File: config.mk
export PLATFORM = sky130hd
export DESIGN_NAME = sevenseg_scan_driver
export DESIGN_NICKNAME = d
export VERILOG_FILES = /design/src/rtl/sevenseg_pkg.sv /design/src/rtl/bcd_to_7seg.sv /design/src/rtl/sevenseg_scan_driver.sv
export SDC_FILE = /design/constraint.sdc
export NUM_CORES = 1
export LEC_CHECK = 0
export BUFFER_PORTS_ARGS = -buffer_cell sky130_fd_sc_hd__clkbuf_2
export CAP_MARGIN = 20
export CORE_ASPECT_RATIO = 0.75
export CORE_MARGIN = 1.5
export CORE_UTILIZATION = 40
export CTS_CLUSTER_SIZE = 40
export DETAILED_ROUTE_END_ITERATION = 6
export MAX_ROUTING_LAYER = met4
export PLACE_DENSITY_LB_ADDON = 0.08
export SLEW_MARGIN = 20
export SYNTH_ARGS = -nofsm -noshare
export SYNTH_HDL_FRONTEND = slang
export SYNTH_HIERARCHICAL = 1
export SYNTH_SLANG_ARGS = --single-unit
export TNS_END_PERCENT = 5
File: constraint.sdc
create_clock -name clk -period 2.7 [get_ports clk]
set_clock_uncertainty 0.1 [all_clocks]
set_input_delay 0.135 -clock clk [delete_from_list [all_inputs] [get_ports clk]]
set_output_delay 0.135 -clock clk [all_outputs]
set_load 0.1 [all_outputs]
File: src/rtl/sevenseg_pkg.sv
// Shared glyph constants, slot type and output polarity helpers for the scan driver.
// Glyphs are held active-high in {g,f,e,d,c,b,a} order; polarity is applied at the pins.
package sevenseg_pkg;

    typedef logic [1:0] slot_t;

    localparam logic [6:0] SEG_0    = 7'b0111111;
    localparam logic [6:0] SEG_1    = 7'b0000110;
    localparam logic [6:0] SEG_2    = 7'b1011011;
    localparam logic [6:0] SEG_3    = 7'b1001111;
    localparam logic [6:0] SEG_4    = 7'b1100110;
    localparam logic [6:0] SEG_5    = 7'b1101101;
    localparam logic [6:0] SEG_6    = 7'b1111101;
    localparam logic [6:0] SEG_7    = 7'b0000111;
    localparam logic [6:0] SEG_8    = 7'b1111111;
    localparam logic [6:0] SEG_9    = 7'b1101111;
    localparam logic [6:0] SEG_DASH = 7'b1000000;
    localparam logic [6:0] SEG_OFF  = 7'b0000000;

    function automatic logic [6:0] seg_pol(input logic [6:0] v, input logic active_low);
        return active_low ? ~v : v;
    endfunction

    function automatic logic [3:0] an_pol(input logic [3:0] v, input logic active_low);
        return active_low ? ~v : v;
    endfunction

endpackage

File: src/rtl/bcd_to_7seg.sv
// Combinational BCD to seven-segment decoder, active-high {g,f,e,d,c,b,a}.
// Codes 0xA-0xF show a dash so bad counter values are visible on the display.
module bcd_to_7seg
    import sevenseg_pkg::*;
(
    input  logic [3:0] i_bcd,
    output logic [6:0] o_seg
);

    always_comb begin
        o_seg = SEG_DASH;
        case (i_bcd)
            4'd0:    o_seg = SEG_0;
            4'd1:    o_seg = SEG_1;
            4'd2:    o_seg = SEG_2;
            4'd3:    o_seg = SEG_3;
            4'd4:    o_seg = SEG_4;
            4'd5:    o_seg = SEG_5;
            4'd6:    o_seg = SEG_6;
            4'd7:    o_seg = SEG_7;
            4'd8:    o_seg = SEG_8;
            4'd9:    o_seg = SEG_9;
            default: o_seg = SEG_DASH;
        endcase
    end

endmodule

File: src/rtl/sevenseg_scan_driver.sv
// Four-digit multiplexed seven-segment driver with per-frame input snapshot,
// anti-ghosting guard at the start of each slot and optional leading-zero blanking.
module sevenseg_scan_driver
    import sevenseg_pkg::*;
#(
    parameter int REFRESH_DIV  = 100000,
    parameter int BLANK_CYCLES = 1000,
    parameter int ACTIVE_LOW   = 1
) (
    input  logic       clk,
    input  logic       r,
    input  logic       en,
    input  logic [3:0] digit0,
    input  logic [3:0] digit1,
    input  logic [3:0] digit2,
    input  logic [3:0] digit3,
    input  logic [3:0] dp_mask,
    input  logic       blank_lz,
    output logic [3:0] an,
    output logic [6:0] seg,
    output logic       dp
);

    localparam int            PW       = (REFRESH_DIV > 1) ? $clog2(REFRESH_DIV) : 1;
    localparam logic [PW-1:0] LAST_CNT = PW'(REFRESH_DIV - 1);
    localparam logic          POL      = (ACTIVE_LOW != 0);

    logic [PW-1:0]   r_presc;
    slot_t           r_slot;
    logic [3:0][3:0] r_snap_dig;
    logic [3:0]      r_snap_dpm;
    logic            r_snap_blz;
    logic [3:0]      r_an;
    logic [6:0]      r_seg;
    logic            r_dp;

    logic            w_wrap;
    logic            w_frame_end;
    logic            w_guard_done;
    logic            w_lz_blank;
    logic            w_lit;
    logic [3:0]      w_digit;
    logic [6:0]      w_glyph;

    assign w_wrap      = (r_presc == LAST_CNT);
    assign w_frame_end = w_wrap && (r_slot == 2'd3);

    always_ff @(posedge clk or posedge r) begin
        if (r) begin
            r_presc <= '0;
            r_slot  <= 2'd0;
        end else if (w_wrap) begin
            r_presc <= '0;
            r_slot  <= r_slot + 2'd1;
        end else begin
            r_presc <= r_presc + 1'b1;
        end
    end

    // Inputs are only sampled at the frame boundary so a frame never mixes old and new values.
    always_ff @(posedge clk or posedge r) begin
        if (r) begin
            r_snap_dig <= '0;
            r_snap_dpm <= '0;
            r_snap_blz <= 1'b0;
        end else if (w_frame_end) begin
            r_snap_dig <= {digit3, digit2, digit1, digit0};
            r_snap_dpm <= dp_mask;
            r_snap_blz <= blank_lz;
        end
    end

    generate
        if (BLANK_CYCLES == 0) begin : g_no_guard
            assign w_guard_done = 1'b1;
        end else begin : g_guard
            assign w_guard_done = (r_presc >= PW'(BLANK_CYCLES));
        end
    endgenerate

    always_comb begin
        w_lz_blank = 1'b0;
        case (r_slot)
            2'd3:    w_lz_blank = (r_snap_dig[3] == 4'd0);
            2'd2:    w_lz_blank = (r_snap_dig[3] == 4'd0) && (r_snap_dig[2] == 4'd0);
            2'd1:    w_lz_blank = (r_snap_dig[3] == 4'd0) && (r_snap_dig[2] == 4'd0)
                                  && (r_snap_dig[1] == 4'd0);
            default: w_lz_blank = 1'b0;
        endcase
        w_lz_blank = w_lz_blank & r_snap_blz;
    end

    assign w_digit = r_snap_dig[r_slot];
    assign w_lit   = w_guard_done && en && !w_lz_blank;

    bcd_to_7seg u_dec (
        .i_bcd (w_digit),
        .o_seg (w_glyph)
    );

    always_ff @(posedge clk or posedge r) begin
        if (r) begin
            r_an  <= an_pol(4'b0000, POL);
            r_seg <= seg_pol(SEG_OFF, POL);
            r_dp  <= POL;
        end else begin
            r_an  <= an_pol(w_lit ? (4'b0001 << r_slot) : 4'b0000, POL);
            r_seg <= seg_pol(w_lit ? w_glyph : SEG_OFF, POL);
            r_dp  <= POL ^ (w_lit & r_snap_dpm[r_slot]);
        end
    end

    assign an  = r_an;
    assign seg = r_seg;
    assign dp  = r_dp;

endmodule

# After elaboration in Yosys (flattened, before gate mapping)
# Memories as Yosys holds them, arrays and structs flattened.
# Index checks and enable logic that the tools add are counted.
word_totals:
  output_inout_bits: 12
  in_bits: 24
  romBits: 112
  word_cells: 43
  memories: 1
  reg_bits: 52
mem_list:
  columns: ["name", "depth", "width", "rd", "rd_clocked_by_memory_dff", "write_ports", "line", "rtl"]
  rows:
  - ["(name not given)", 16, 7, 1, 0, 0, "bcd_to_7seg.sv:12", "case (i_bcd)"]
op_classes:
  bitwise: 5
  n_shift: 1
  n_reduce_logical: 9
  order_cmp: 2
  addsub: 2
  eq_ne: 4
  n_mux: 8
op_table:
  columns: ["cell", "n"]
  rows:
  - ["17-bit by 1-bit adder with 17-bit output (second input constant)", 1]
  - ["17-bit == test (second input constant)", 1]
  - ["17-bit by 10-bit >= comparator with 1-bit output (second input constant)", 1]
  - ["17-bit two-way mux", 1]
  - ["4-bit zero test", 3]
  - ["4-bit binary-select mux with 2-bit select", 1]
  - ["4-bit two-way mux", 2]
  - ["7-bit two-way mux", 1]
  - ["7-bit NOT", 1]
  - ["1-bit logical AND", 5]
  - ["2-bit == test (second input constant)", 2]
  - ["4-bit NOT", 1]
  - ["1-bit by 2-bit left shift with 4-bit output (first input constant)", 1]
  - ["2-bit by 3-bit less-than comparator with 1-bit output (second input constant)", 1]
  - ["1-bit case mux with 3 select lines", 1]
  - ["2-bit by 1-bit adder with 2-bit output (second input constant)", 1]
  - ["1-bit AND", 2]
  - ["1-bit binary-select mux with 2-bit select", 1]
  - ["2-bit by 1-bit == test with 1-bit output (second input constant)", 1]
  - ["1-bit zero test", 1]
  - ["1-bit two-way mux", 1]
  - ["1-bit NOT", 1]

# Depth between registers and ports, before layout
# Gate-level depths: netlist (run 1).
logic_depth:
  depth_word: 9
  ltp_mapped: 8
  mapped_depth_nobuf: 6

# By module
# Netlist (run 1), hierarchy kept.
modules_own_cells:
  columns: ["module", "instances", "area_per_inst_um2", "cells_each", "seq_area_each_um2"]
  rows:
  - ["sevenseg_scan_driver", 1, 2403.6, 177, 1316.3]
  - ["bcd_to_7seg", 1, 225.2, 29, 0.0]

# Least setup slack after synthesis (run 1)
# Ideal clock, no wire load.
synth_path:
  path_type: "register to register"
  startpoint: "reg r_slot[0]"
  endpoint: "reg r_seg[3] (netlist: seg[3])"
  synth_period_minus_slack_ns: 2.040
  arrival_time_ns: 1.859
  required_time_ns: 2.519
  setup_ns: 0.081
  slack_ns: 0.660
  path_stages_with_launch: 7
  n_path_buf: 1
  path_cell_list: "dfrtp_1 -> clkbuf_1 -> mux4_2 -> ha_1 -> mux2_4 -> o22ai_1 -> nand2_1"
synth_via:
  elab_cells_between_ends: 12
  classes_between: "eq/ne: 3; mux: 4; bitwise: 2; reduce/logical: 2; memory: 1"
synth_lines:
  columns: ["element", "line", "rtl"]
  rows:
  - ["start: declaration", "sevenseg_scan_driver.sv:29", "slot_t r_slot;"]
  - ["start signal: assignment", "sevenseg_scan_driver.sv:54", "r_slot <= r_slot + 2'd1;"]
  - ["4-bit binary-select mux with 2-bit select", "sevenseg_scan_driver.sv:93", "assign w_digit = r_snap_dig[r_slot];"]
  - ["4-bit two-way mux (not written as such)", "sevenseg_scan_driver.sv:93", null]
  - ["via w_digit[0]", "sevenseg_scan_driver.sv:42", "logic [3:0] w_digit;"]
  - ["memory 16 x 7 bit", null, null]
  - ["via w_glyph[3]", "sevenseg_scan_driver.sv:43", "logic [6:0] w_glyph;"]
  - ["7-bit two-way mux", "sevenseg_scan_driver.sv:108", "r_seg <= seg_pol(w_lit ? w_glyph : SEG_OFF, POL);"]
  - ["7-bit NOT", "sevenseg_pkg.sv:21", "return active_low ? ~v : v;"]
  - ["end signal: assignment", "sevenseg_scan_driver.sv:104", "r_seg <= seg_pol(SEG_OFF, POL);"]
  - ["end signal: assignment", "sevenseg_scan_driver.sv:108", null]
  - ["end: declaration", "sevenseg_scan_driver.sv:34", "logic [6:0] r_seg;"]
# The timed path passes the listed nets, and every way through them passes these cells. The select of a mux whose other input is x is not followed.
# A chain may end at the register's enable or synchronous reset.

# Worst setup path after layout (run 1)
layout_path:
  startpoint: "reg r_presc[0]"
  endpoint: "reg r_snap_dpm[0]"
layout_via:
  elab_chain_len: 2
layout_lines:
  columns: ["element", "line", "rtl"]
  rows:
  - ["start: declaration", "sevenseg_scan_driver.sv:28", "logic [PW-1:0] r_presc;"]
  - ["start signal: assignment", "sevenseg_scan_driver.sv:56", "r_presc <= r_presc + 1'b1;"]
  - ["17-bit == test", "sevenseg_scan_driver.sv:45", "assign w_wrap = (r_presc == LAST_CNT);"]
  - ["1-bit logical AND", "sevenseg_scan_driver.sv:46", "assign w_frame_end = w_wrap && (r_slot == 2'd3);"]
  - ["end signal: assignment", "sevenseg_scan_driver.sv:68", "r_snap_dpm <= dp_mask;"]
  - ["end: declaration", "sevenseg_scan_driver.sv:31", "logic [3:0] r_snap_dpm;"]
# No other way between the ends.

==> run summary, run 1 <==
After routing, the total negative slack on setup checks comes to 0 ps. The worst-case register-to-register setup slack came out at 570 ps. The standby leakage power is 1.52 nW. The library cell used most frequently in the layout, excluding fill and tap cells, is sky130_fd_sc_hd__dfrtp_1.

The routed layout has 1688 vias. During I/O placement, the number of pins put on the boundary was 36. The max-slew headroom at the worst pin is 58.7%.

The worst ir drop on vdd is 193 uV. After Yosys synthesis, full adders, half adders and majority gates account for 6.19% of the synthesized area. The fraction of synthesized cell area in xor and xnor cells is 4.66%.

The area of the core came out at 6320 sq um. The number of port buffers came out at 35. The sink count of the clock tree came out at 52. The async set-reset flop share out of synthesis came out at 100%.

The number of standard cells in the final layout excluding fillers is 348. The min-delay analysis places its worst path in the category in -> reg. The worst hold slack after final layout came out at 52.2 ps. The count of placed standard cells including taps is 318.

The antenna violation net count after detailed routing is 0. The post-cts repair resize count came out at 0. The floorplan step set the die width to 96.6 um. Synthesis produced a netlist with a net count of 243. The total of hold buffers inserted after clock tree synthesis came out at 22. The area growth from synthesis to layout came out at 22.5%.

After global routing the overflow that remains totals 0. The die footprint is 7070 sq um. The mapped netlist covers 2630 sq um.

The root cell of the clock tree is sky130_fd_sc_hd__clkbuf_8. The row count is 25. The distinct cell type count after synthesis is 41. The number of synthesis warnings came out at 6.

STA classifies the critical path endpoint as a register. The maximum number of pins on one net before global-route repair is 31. For this run, the share of the core covered by cells in the final layout is 51.0%. The data arrival time of the worst path is 2220 ps. The routed via count divided by cell count is 4.85. The final number of max-transition violations came out at 0. The multiplexer fraction of the synthesized cell area came out at 17.5%.

The number of flops mapped to enable cells by yosys is 0. The fraction of layout instances using a drive strength above 1 came out at 34.8%. The library cells used most frequently in the layout, excluding fill and tap cells, are 40 x sky130_fd_sc_hd__dfrtp_1, 35 x sky130_fd_sc_hd__clkbuf_2, 22 x sky130_fd_sc_hd__dlygate4sd3_1.

The routability congestion estimate from global placement came out at 0.809. Synthesis inferred 52 register bits. The flow ran to the end, and the final reports show no timing, DRC or antenna violations. The first global-routing pass estimated 8710 um of wire. Setup repair after global routing left no endpoint under its margin. The maximum fanout count along the critical path is 21. The remaining design rule violation count came out at 0. Wires add up to 5090 um. The first detailed-routing pass took 4 iterations. After legalization and detailed placement, the total HPWL measured 3460 um. The number of buffers inserted during clock tree synthesis is 5.

The slew of the pin with the lowest slew margin is 619 ps. The all-layer global routing usage came out at 16.2%. The most used flip-flop cell after synthesis is sky130_fd_sc_hd__dfrtp_1. The area fraction in and, or, nand and nor cells after synthesis came out at 13.6%. In this run the post-CTS setup repair buffer count came out at 0. The number of antenna repair diodes is 0. The number of instances in the synthesized netlist came out at 206. For this configuration, the core starts out at a cell density of 41.6%.

The worst hold path was traced through 4 stages. The initial antenna violation count is 0. The startpoint identified for the worst register-to-register timing path is r_presc[0]. The destination of the worst register-to-register timing path is r_snap_dpm[0].

The final net count came out at 303. The clock period minus final worst setup slack came out at 2130 ps. The startpoint identified for the worst hold timing path is en. The worst path uses 78.8% of the clock period. Setup violations remaining at the end of the flow were counted as 0. For the worst-skew pair, the clock arrives at the later sink with an insertion delay of 300 ps. The vertical die dimension came out at 73.2 um. In this run the power density over the cells is 468 nW/um^2. The endpoint required time on the critical path is 2790 ps.

Across the run, the number of max-cap violations was 0. TritonCTS built the clock tree. The number of cells on the worst reg-to-reg path is 6. The final-report hold violation count came out at 0. By area, the combinational part of the netlist is dominated by multiplexers. The number of global-route vias before repair is 1692. The average routed wire per standard cell is 14.6 um. The mean instance size in the synthesized netlist is 12.8 sq um. Derived from the worst setup path, the maximum achievable clock frequency is 470 MHz. The worst setup path is launched from a register. The count of routing violations after the opening detailed-route iteration came out at 56.

The deepest clock path buffer count came out at 2. In this run the number of H-tree levels came out at 2. The worst setup path is of the reg -> reg kind. The part of the Yosys area used for sequential elements came out at 50.1%. After clock tree synthesis, the clock-pin slew on the worst setup and hold paths is 90 ps. For hold timing, the worst endpoint is an[3]. The compound-gate portion of the synthesized area came out at 3.90%.
layer usage:
metal	GRT usage [%]	routed length, um	vias up
li1	-	-	835
met1	23.9	2790	811
met2	22.1	2070	38
met3	4.12	210	4
met4	4.19	27	0
met5	-	0	-
cell families after synthesis:
| kind of cell | count (synthesis) |
|---|---|
| flip-flops | 52 |
| AND/OR/NAND/NOR | 64 |
| buffers and inverters | 20 |
| AO/OA/AOI/OAI | 14 |
| adder cells (fa/ha/maj) | 13 |
| multiplexers | 29 |
| XOR/XNOR | 14 |
power breakdown:
group	internal (mW)	leakage [nW]	switching, mW	total (mW)
Clock	0.327	0.0645	0.252	0.580
Combinational	0.0710	0.836	0.0466	0.118
Sequential	0.795	0.622	0.0135	0.809
Total	1.19	1.52	0.312	1.51
worst max-delay path, stage by stage, from the launching register on:
cell and delay (ps):
sky130_fd_sc_hd__dfrtp_1 420, sky130_fd_sc_hd__ha_1 260, sky130_fd_sc_hd__and4_4 220, sky130_fd_sc_hd__and4_4 220
sky130_fd_sc_hd__nand2_2 70, sky130_fd_sc_hd__buf_4 340, sky130_fd_sc_hd__mux2_2 380
sequential cells by signal (all words and copies together), names as in the netlist:
signal / cells
r_slot: 2
r_snap_dpm: 4
r_presc: 17
seg: 7
r_snap_dig: 16
r_snap_blz: 1
dp: 1
an: 4
Yosys cell counts, types with 2 or more instances:
library cell	count	share of area, %
sky130_fd_sc_hd__o21ai_0	3	0.57
sky130_fd_sc_hd__buf_2	2	0.38
sky130_fd_sc_hd__ha_1	13	6.2
sky130_fd_sc_hd__inv_1	12	1.7
sky130_fd_sc_hd__nand2_1	16	2.3
sky130_fd_sc_hd__nand4_1	5	1.2
sky130_fd_sc_hd__o22ai_1	3	0.71
sky130_fd_sc_hd__clkbuf_1	2	0.29
sky130_fd_sc_hd__mux4_2	5	4.3
sky130_fd_sc_hd__mux2_2	2	0.86
sky130_fd_sc_hd__nor3_1	2	0.38
sky130_fd_sc_hd__a21o_1	2	0.57
sky130_fd_sc_hd__nor4_1	4	0.95
sky130_fd_sc_hd__mux2_4	21	12
sky130_fd_sc_hd__buf_6	4	1.7
sky130_fd_sc_hd__and4_1	2	0.67
sky130_fd_sc_hd__dfstp_2	12	12
sky130_fd_sc_hd__xor2_1	7	2.3
sky130_fd_sc_hd__and3_1	2	0.48
sky130_fd_sc_hd__xnor2_1	7	2.3
sky130_fd_sc_hd__nand2b_1	3	0.71
sky130_fd_sc_hd__and4_4	2	0.86
sky130_fd_sc_hd__dfrtp_1	40	38
sky130_fd_sc_hd__nor2_1	10	1.4
sky130_fd_sc_hd__nor2b_1	2	0.48
sky130_fd_sc_hd__nand3_1	8	1.5
worst max path at each step:
stage	start	to	slack [ps]	depth (start not counted)
after floorplan	r_slot[0]	seg[3]	660	6
after global placement	r_presc[0]	r_snap_dpm[0]	590	6
after detailed placement	r_presc[0]	r_snap_dpm[0]	570	6
after CTS	r_presc[0]	r_snap_dpm[0]	560	6
after global routing	r_presc[0]	r_snap_dpm[0]	470	6
final	r_presc[0]	r_snap_dpm[0]	570	6
layout make-up:
type	instances	area (sq um)
repair buffers	61	425
clock buffers	7	96.3
flip-flops and latches	52	1320
fillers	587	3100
well taps	81	101
inverters	12	45.0
clock inverters	1	30.0
multi-input cells	134	1200
metrics by stage:
step | cell area, sq um | total power [mW] | worst slack, ps
2_1_floorplan | 2630 | 0.883 | 660
3_3_place_gp | 2870 | 0.917 | 587
3_5_place_dp | 2870 | 0.917 | 569
4_1_cts | 3220 | 1.53 | 560
5_1_grt | 3220 | 1.58 | 469
6_report | 3220 | 1.51 | 572
(Power assumes the default switching activity.)
==> inputs of run 2 (changes only) <==
==> constraint.sdc (replaced) <==
create_clock -name clk -period 2 [get_ports clk]
set_clock_uncertainty 0.1 [all_clocks]
set_input_delay 0.1 -clock clk [delete_from_list [all_inputs] [get_ports clk]]
set_output_delay 0.1 -clock clk [all_outputs]
set_load 0.1 [all_outputs]
==> run 2 against run 1 <==
Net effect:
- sequential power up 35%
- largest power group unchanged
- global-route usage about the same
- combinational power up 36%
- sequential share of layout area down 1.1 points
- non-clock buffer count up 12
- clock power up 24%
- worst setup slack worse by 490 ps
- core utilization up 1.4 points
==> run summary, run 2 (same netlist as run 1, synthesis figures left out) <==
The endpoint required time on the critical path came out at 2100 ps (-690 ps). The number of primary I/O pins came out at 36 (unchanged). The filler cell count came out at 546 (-7.0%). The CTS tree is done.

The count of routing violations after the opening detailed-route iteration came out at 65 (+16%). The total placed instance area is 2980 sq um (+3.6%). Setup repair after global routing left no endpoint under its margin. Traced cell by cell, the critical path runs through nor4_2 -> and4_4 -> nand2_2 -> buf_12 -> mux2_4. The antenna violation net count after detailed routing came to 0 (unchanged). The tree is rooted in a sky130_fd_sc_hd__clkbuf_8.

The slowest stage of the critical path is the sky130_fd_sc_hd__dfrtp_1 cell. The sink count of the clock tree is 52 (unchanged). The routed via count divided by cell count is 4.82 (-0.70%). The design area is 3310 sq um (+2.8%).

The run finished with clean final reports. The achievable frequency is 522 MHz (+11%). The all-layer global routing usage is 16.3% (+0.044 points). The share of the clock period used by the worst path after layout is 95.8% (+17 points). The clock-pin transition on the worst setup and hold timing paths is 100 ps (about the same). Leaving out fill and tap cells, the most frequent cell in the layout is sky130_fd_sc_hd__dfrtp_1. The number of standard cells in the final layout excluding fillers came to 360 (+3.4%). The max-slew headroom at the worst pin is 63.8% (+5.2 points). The deepest clock path buffer count came out at 2 (unchanged). The effective utilization at floorplan came out at 41.6% (unchanged). The total power density per cell area is 597 nW/um^2 (+28%). The number of max-cap violations is 0 (unchanged). The worst ir drop on vdd is 529 uV (+170%).

The number of port buffers is 35 (unchanged). The row count came out at 25 (unchanged). The top cell types in the final layout, fill and taps aside, are 39 x sky130_fd_sc_hd__dfrtp_1, 35 x sky130_fd_sc_hd__clkbuf_2, 22 x sky130_fd_sc_hd__dlygate4sd3_1.

The maximum number of pins on one net before global-route repair came out at 25 (-19%). The area of the core is 6320 sq um (unchanged). The final standard cell utilization of the core came out at 52.4% (+1.4 points).

The number of antenna repair diodes came to 0 (unchanged). The via count came out at 1734 (+2.7%). The count of placed standard cells including taps came to 330 (+3.8%). The clock insertion delay at the later pin of the skew report came out at 300 ps (about the same).

The data arrival time of the worst path is 2010 ps (-210 ps). The fraction of layout instances using a drive strength above 1 is 38.4% (+3.5 points). The total overflow reported by the global router is 0 (unchanged). The number of buffers inserted during clock tree synthesis was 5 (unchanged). The worst-case register-to-register setup slack came out at 80 ps (-490 ps). The category of the worst setup path capture point is a register. The count of buffers added by post-CTS timing repair for setup came out at 0 (unchanged). The clock period minus final worst setup slack came to 1920 ps (-212 ps). The number of search-and-repair iterations in the first detailed-routing pass came out at 4 (unchanged). The slew of the pin with the lowest slew margin came out at 545 ps (-74.1 ps). The type of the worst setup path is reg -> reg.

The die footprint is 7070 sq um (unchanged). The routed wire length is 5120 um (+0.49%). The number of global-route vias before repair is 1698 (+0.35%). The number of setup violations in the final report is 0 (unchanged). The final number of max-transition violations came to 0 (unchanged). The delay of the slowest critical-path stage is 430 ps (about the same). The placed wire-length estimate is 3730 um (+8.0%). The average routed wire per standard cell came out at 14.2 um (-2.9%). The final setup TNS is 0 ps (unchanged). The total power came out at 1.97 mW (+31%). The number of H-tree levels was 2 (unchanged).

The worst setup path is launched from a register. The final net count was 315 (+4.0%). The maximum fanout count along the critical path is 17 (-19%). The register with the most flip-flops in the final layout is r_presc. In this run the worst hold path is classified as in -> reg. The global-route wire length before repair was 8740 um (+0.24%). The final-report hold violation count came out at 0 (unchanged). The initial antenna violation count is 0 (unchanged). The standby leakage power is 1.57 nW (+3.4%). The number of flip-flops in the largest register was 17 (unchanged). The area growth from synthesis to layout is 25.8%. The die span in x was 96.6 um (unchanged). The remaining design rule violation count is 0 (unchanged).

The routability congestion estimate from global placement is 0.791 (-2.2%). The vertical die dimension is 73.2 um (unchanged).
run 2: repair_timing:
item / in CTS / in global routing
setup endpoints to repair: 0 / 11
hold endpoints to repair: 38 / 0
resized for setup: 0 / 2
hold buffers: 22 / 0
run 2: layout make-up:
type | count | area (sq um) | share of cell area (%)
sequential | 52 | 1320 | 39.8
inverter | 12 | 45.0 | 1.36
multi-input combinational | 134 | 1200 | 36.4
clock inverter | 3 | 42.5 | 1.29
timing repair buffer | 73 | 528 | 16.0
tap | 81 | 101 | 3.06
clock buffer | 5 | 68.8 | 2.08
run 2: final timing paths:
kind / to / cells after the start / start
min in group asynchronous: r_presc[13] / 3 / r
worst min register to register: r_snap_dpm[2] / 1 / r_snap_dpm[2]
worst min-delay path: an[3] / 4 / en
worst max-delay path: r_snap_dig[12] / 5 / r_presc[14]
max in group asynchronous: seg[5] / 4 / r
worst max register to register: r_snap_dig[12] / 5 / r_presc[14]
run 2: critical path, delay by kind of cell (launching register included):
kind,cells,cell delay [ps]
and+or+nand+nor,3,800
buffers and inverters,1,170
DFF,1,430
muxes,1,300
run 2: metrics by stage:
| stage | hold WS [ps] | setup slack, ps |
|---|---|---|
| 6_report | 40.7 | 83.9 |
| 5_1_grt | 43.8 | 4.55 |
| 4_1_cts | 34.5 | 40.7 |
| 3_5_place_dp | 51.3 | 63.8 |
| 3_3_place_gp | 47.0 | 104 |
| 2_1_floorplan | 149 | 87.1 |
run 2: where the power goes:
| group | switching [mW] | internal, mW |
|---|---|---|
| sequential | 0.0195 | 1.07 |
| combinational | 0.0621 | 0.0985 |
| clock | 0.351 | 0.371 |
| total | 0.432 | 1.54 |
run 2: routing by layer:
layer | vias up | track usage, % | part of all wire, %
met5 | - | - | 0
met4 | 0 | 4.35 | 0.88
met3 | 7 | 3.74 | 3.5
met2 | 39 | 21.2 | 39
met1 | 832 | 25.0 | 56
li1 | 856 | - | -
==> inputs of run 3 (changes only) <==
--- a/config.mk
+++ b/config.mk
@@ -9,7 +9,7 @@
 export CAP_MARGIN = 20
 export CORE_ASPECT_RATIO = 0.75
 export CORE_MARGIN = 1.5
-export CORE_UTILIZATION = 40
+export CORE_UTILIZATION = 45
 export CTS_CLUSTER_SIZE = 40
 export DETAILED_ROUTE_END_ITERATION = 6
 export MAX_ROUTING_LAYER = met4
==> run 3 against run 2 <==
Net effect:
- clock power fell by 15%
- first-iteration DRC count increased by 4.6%
- maximum frequency rose by 1.7%
- non-clock buffer count stayed put
- worst setup slack better by 32 ps
- sequential share of layout area grew 0.23 points
- critical path type unchanged
==> run summary, run 3 (same netlist as run 1, synthesis figures left out) <==
The max-slew headroom at the worst pin is 57.2% (-6.6 points). The clock share of power is 32.9% (-3.6 points). The count of buffers added by post-CTS timing repair for setup came out at 0 (unchanged). The area growth from synthesis to layout is 25.2%. The count of placed standard cells including taps was 323 (-2.1%). The slew of the pin with the lowest slew margin is 642 ps (+97.0 ps).

The deepest clock path buffer count is 2 (unchanged). The standby leakage power is 1.57 nW (-0.21%). The internal power of the cells is 1.46 mW (-5.6%). The data arrival time of the worst path is 1970 ps (-40 ps). By instance count, the cell type seen most on the critical path is sky130_fd_sc_hd__and4_4. The number of port buffers was 35 (unchanged). The clock period minus final worst setup slack is 1880 ps (-31.9 ps). The portion of total power attributed to combinational logic is 8.7% (+0.6 points). The die footprint is 6310 sq um (-11%). The global-route wire length before repair is 8870 um (+1.5%). The number of primary I/O pins came to 36 (unchanged). The number of search-and-repair iterations in the first detailed-routing pass came out at 4 (unchanged).

The clock insertion delay at the later pin of the skew report came out at 300 ps (about the same). The vertical die dimension is 69.2 um (-5.5%). The tree is rooted in a sky130_fd_sc_hd__clkbuf_8.

The fraction of layout instances using a drive strength above 1 is 37.3% (-1.1 points). The placed wire-length estimate was 3340 um (-11%). The effective utilization at floorplan is 47.8% (+6.2 points). The critical path goes through ha_1 -> and4_4 -> and4_4 -> nand2_2 -> buf_12 -> mux2_4. The maximum fanout count along the critical path is 21 (+4). The final setup TNS came out at 0 ps (unchanged). The count of routing violations after the opening detailed-route iteration came to 68 (+4.6%). The library cell used most frequently in the layout, excluding fill and tap cells, is sky130_fd_sc_hd__dfrtp_1. TritonCTS built the clock tree. The total power came out at 1.87 mW (-5.4%).

The achievable frequency is 531 MHz (+1.7%). Setup repair after global routing left no endpoint under its margin. The routability congestion estimate from global placement came out at 0.811 (+2.6%). The number of standard cells in the final layout excluding fillers came out at 354 (-1.7%).

The number of setup violations in the final report came out at 0 (unchanged). The routed wire length came out at 5020 um (-2.0%). The number of H-tree levels was 2 (unchanged). The tightest min-delay check is of the in -> async type. The critical path's slowest cell is sky130_fd_sc_hd__dfrtp_1. The relative contribution of sequential cells to total power is 58.4% (+3.0 points). The number of flip-flops in the largest register came out at 17 (unchanged). The final number of max-transition violations came out at 0 (unchanged). The all-layer global routing usage came out at 18.4% (+2.1 points). The maximum number of pins on one net before global-route repair came out at 53 (+110%). The final-report hold violation count is 0 (unchanged).

The final net count was 315 (unchanged). The design area came out at 3290 sq um (-0.49%). The die span in x is 91.3 um (-5.5%).

The share of the clock period used by the worst path after layout came out at 94.2% (-1.6 points). The total overflow reported by the global router came to 0 (unchanged). The number of global-route vias before repair is 1751 (+3.1%).

The row count is 23 (-8.0%). The remaining design rule violation count is 0 (unchanged). The number of antenna repair diodes came to 0 (unchanged). r_presc holds more flip-flops than any other register.

On the critical path the largest part of the delay comes from simple AND/OR/NAND/NOR gates. The number of buffers and inverters on the critical path is 1 (unchanged). STA classifies the critical path startpoint as a register. The number of buffers inserted during clock tree synthesis came to 5 (unchanged). The delay of the slowest critical-path stage is 400 ps (-30 ps).

The run finished with clean final reports. The area of the core is 5500 sq um (-13%). The switching share of total power came out at 22.0% (+0.17 points). The average routed wire per standard cell came to 14.2 um (-0.37%).

STA classifies the critical path endpoint as a register. The power dissipated by switching net loads was 0.412 mW (-4.7%). The routed via count divided by cell count was 4.90 (+1.8%). The clock-pin transition on the worst setup and hold timing paths came out at 90 ps (about the same).

The number of max-cap violations came to 0 (unchanged). The library cells used most frequently in the layout, excluding fill and tap cells, are 38 x sky130_fd_sc_hd__dfrtp_1, 35 x sky130_fd_sc_hd__clkbuf_2, 23 x sky130_fd_sc_hd__dlygate4sd3_1. The via count came out at 1736 (+0.12%).

The initial antenna violation count came out at 0 (unchanged). The total power density per cell area came out at 568 nW/um^2 (-4.9%). The worst ir drop on vdd came out at 287 uV (-46%). The sink count of the clock tree came out at 52 (unchanged). The critical path in this run is classified as reg -> reg. The antenna violation net count after detailed routing is 0 (unchanged). The total placed instance area is 2960 sq um (-0.50%). The endpoint required time on the critical path is 2090 ps (about the same).
[run 3: worst paths after layout]
check	from	endpoint	slack, ps	cells past startpoint
max	r_presc[1]	r_snap_dig[13]	120	6
min	r	r_presc[10]	390	4
max reg2reg	r_presc[1]	r_snap_dig[13]	120	6
min reg2reg	r_snap_dpm[3]	r_snap_dpm[3]	410	1
max in group asynchronous	r	r_slot[0]	930	4
min in group clk	r_snap_dpm[3]	r_snap_dpm[3]	410	1
[run 3: cell type report]
cell class | instances | area (sq um)
clock buffer | 8 | 90.1
timing repair buffer | 73 | 531
sequential | 52 | 1320
tap | 75 | 93.8
multi-input combinational | 134 | 1210
fill | 469 | 2200
inverter | 12 | 45.0
[run 3: power groups by stage]
stage	registers (mW)	clock network, mW	logic, mW
after detailed placement	1.11	0	0.129
final	1.09	0.614	0.163
after CTS	1.09	0.630	0.164
after floorplan	1.10	0	0.0891
after global routing	1.10	0.683	0.181
after global placement	1.11	0	0.128
[run 3: per-stage QoR]
stage	util [%]	setup WS, ps	hold slack (ps)
floorplan	-	87.1	149
global placement	53.9	110	209
detailed placement	53.9	84.0	202
CTS	59.7	64.9	424
global route	59.9	28.9	439
finish	59.9	116	395
[run 3: routing by layer]
metal / GRT usage, % / up-vias / part of all wire (%)
met5: - / - / 0
met4: 4.17 / 0 / 0.46
met3: 3.73 / 2 / 4.8
met2: 25.5 / 40 / 42
met1: 27.7 / 834 / 52
li1: - / 860 / -
[run 3: worst reg2reg max path, delay by kind of cell, from the launching register on]
family                   cells  cell delay, ps
AND/OR/NAND/NOR              3             590
flip-flops                   1             400
multiplexers                 1             320
adder cells (fa/ha/maj)      1             190
buffers and inverters        1             180
[run 3: repair_timing]
action	in CTS	in global routing
hold buffers	23	0
setup endpoints to repair	0	20
endpoints found under the hold margin	62	0
resized for setup	0	3
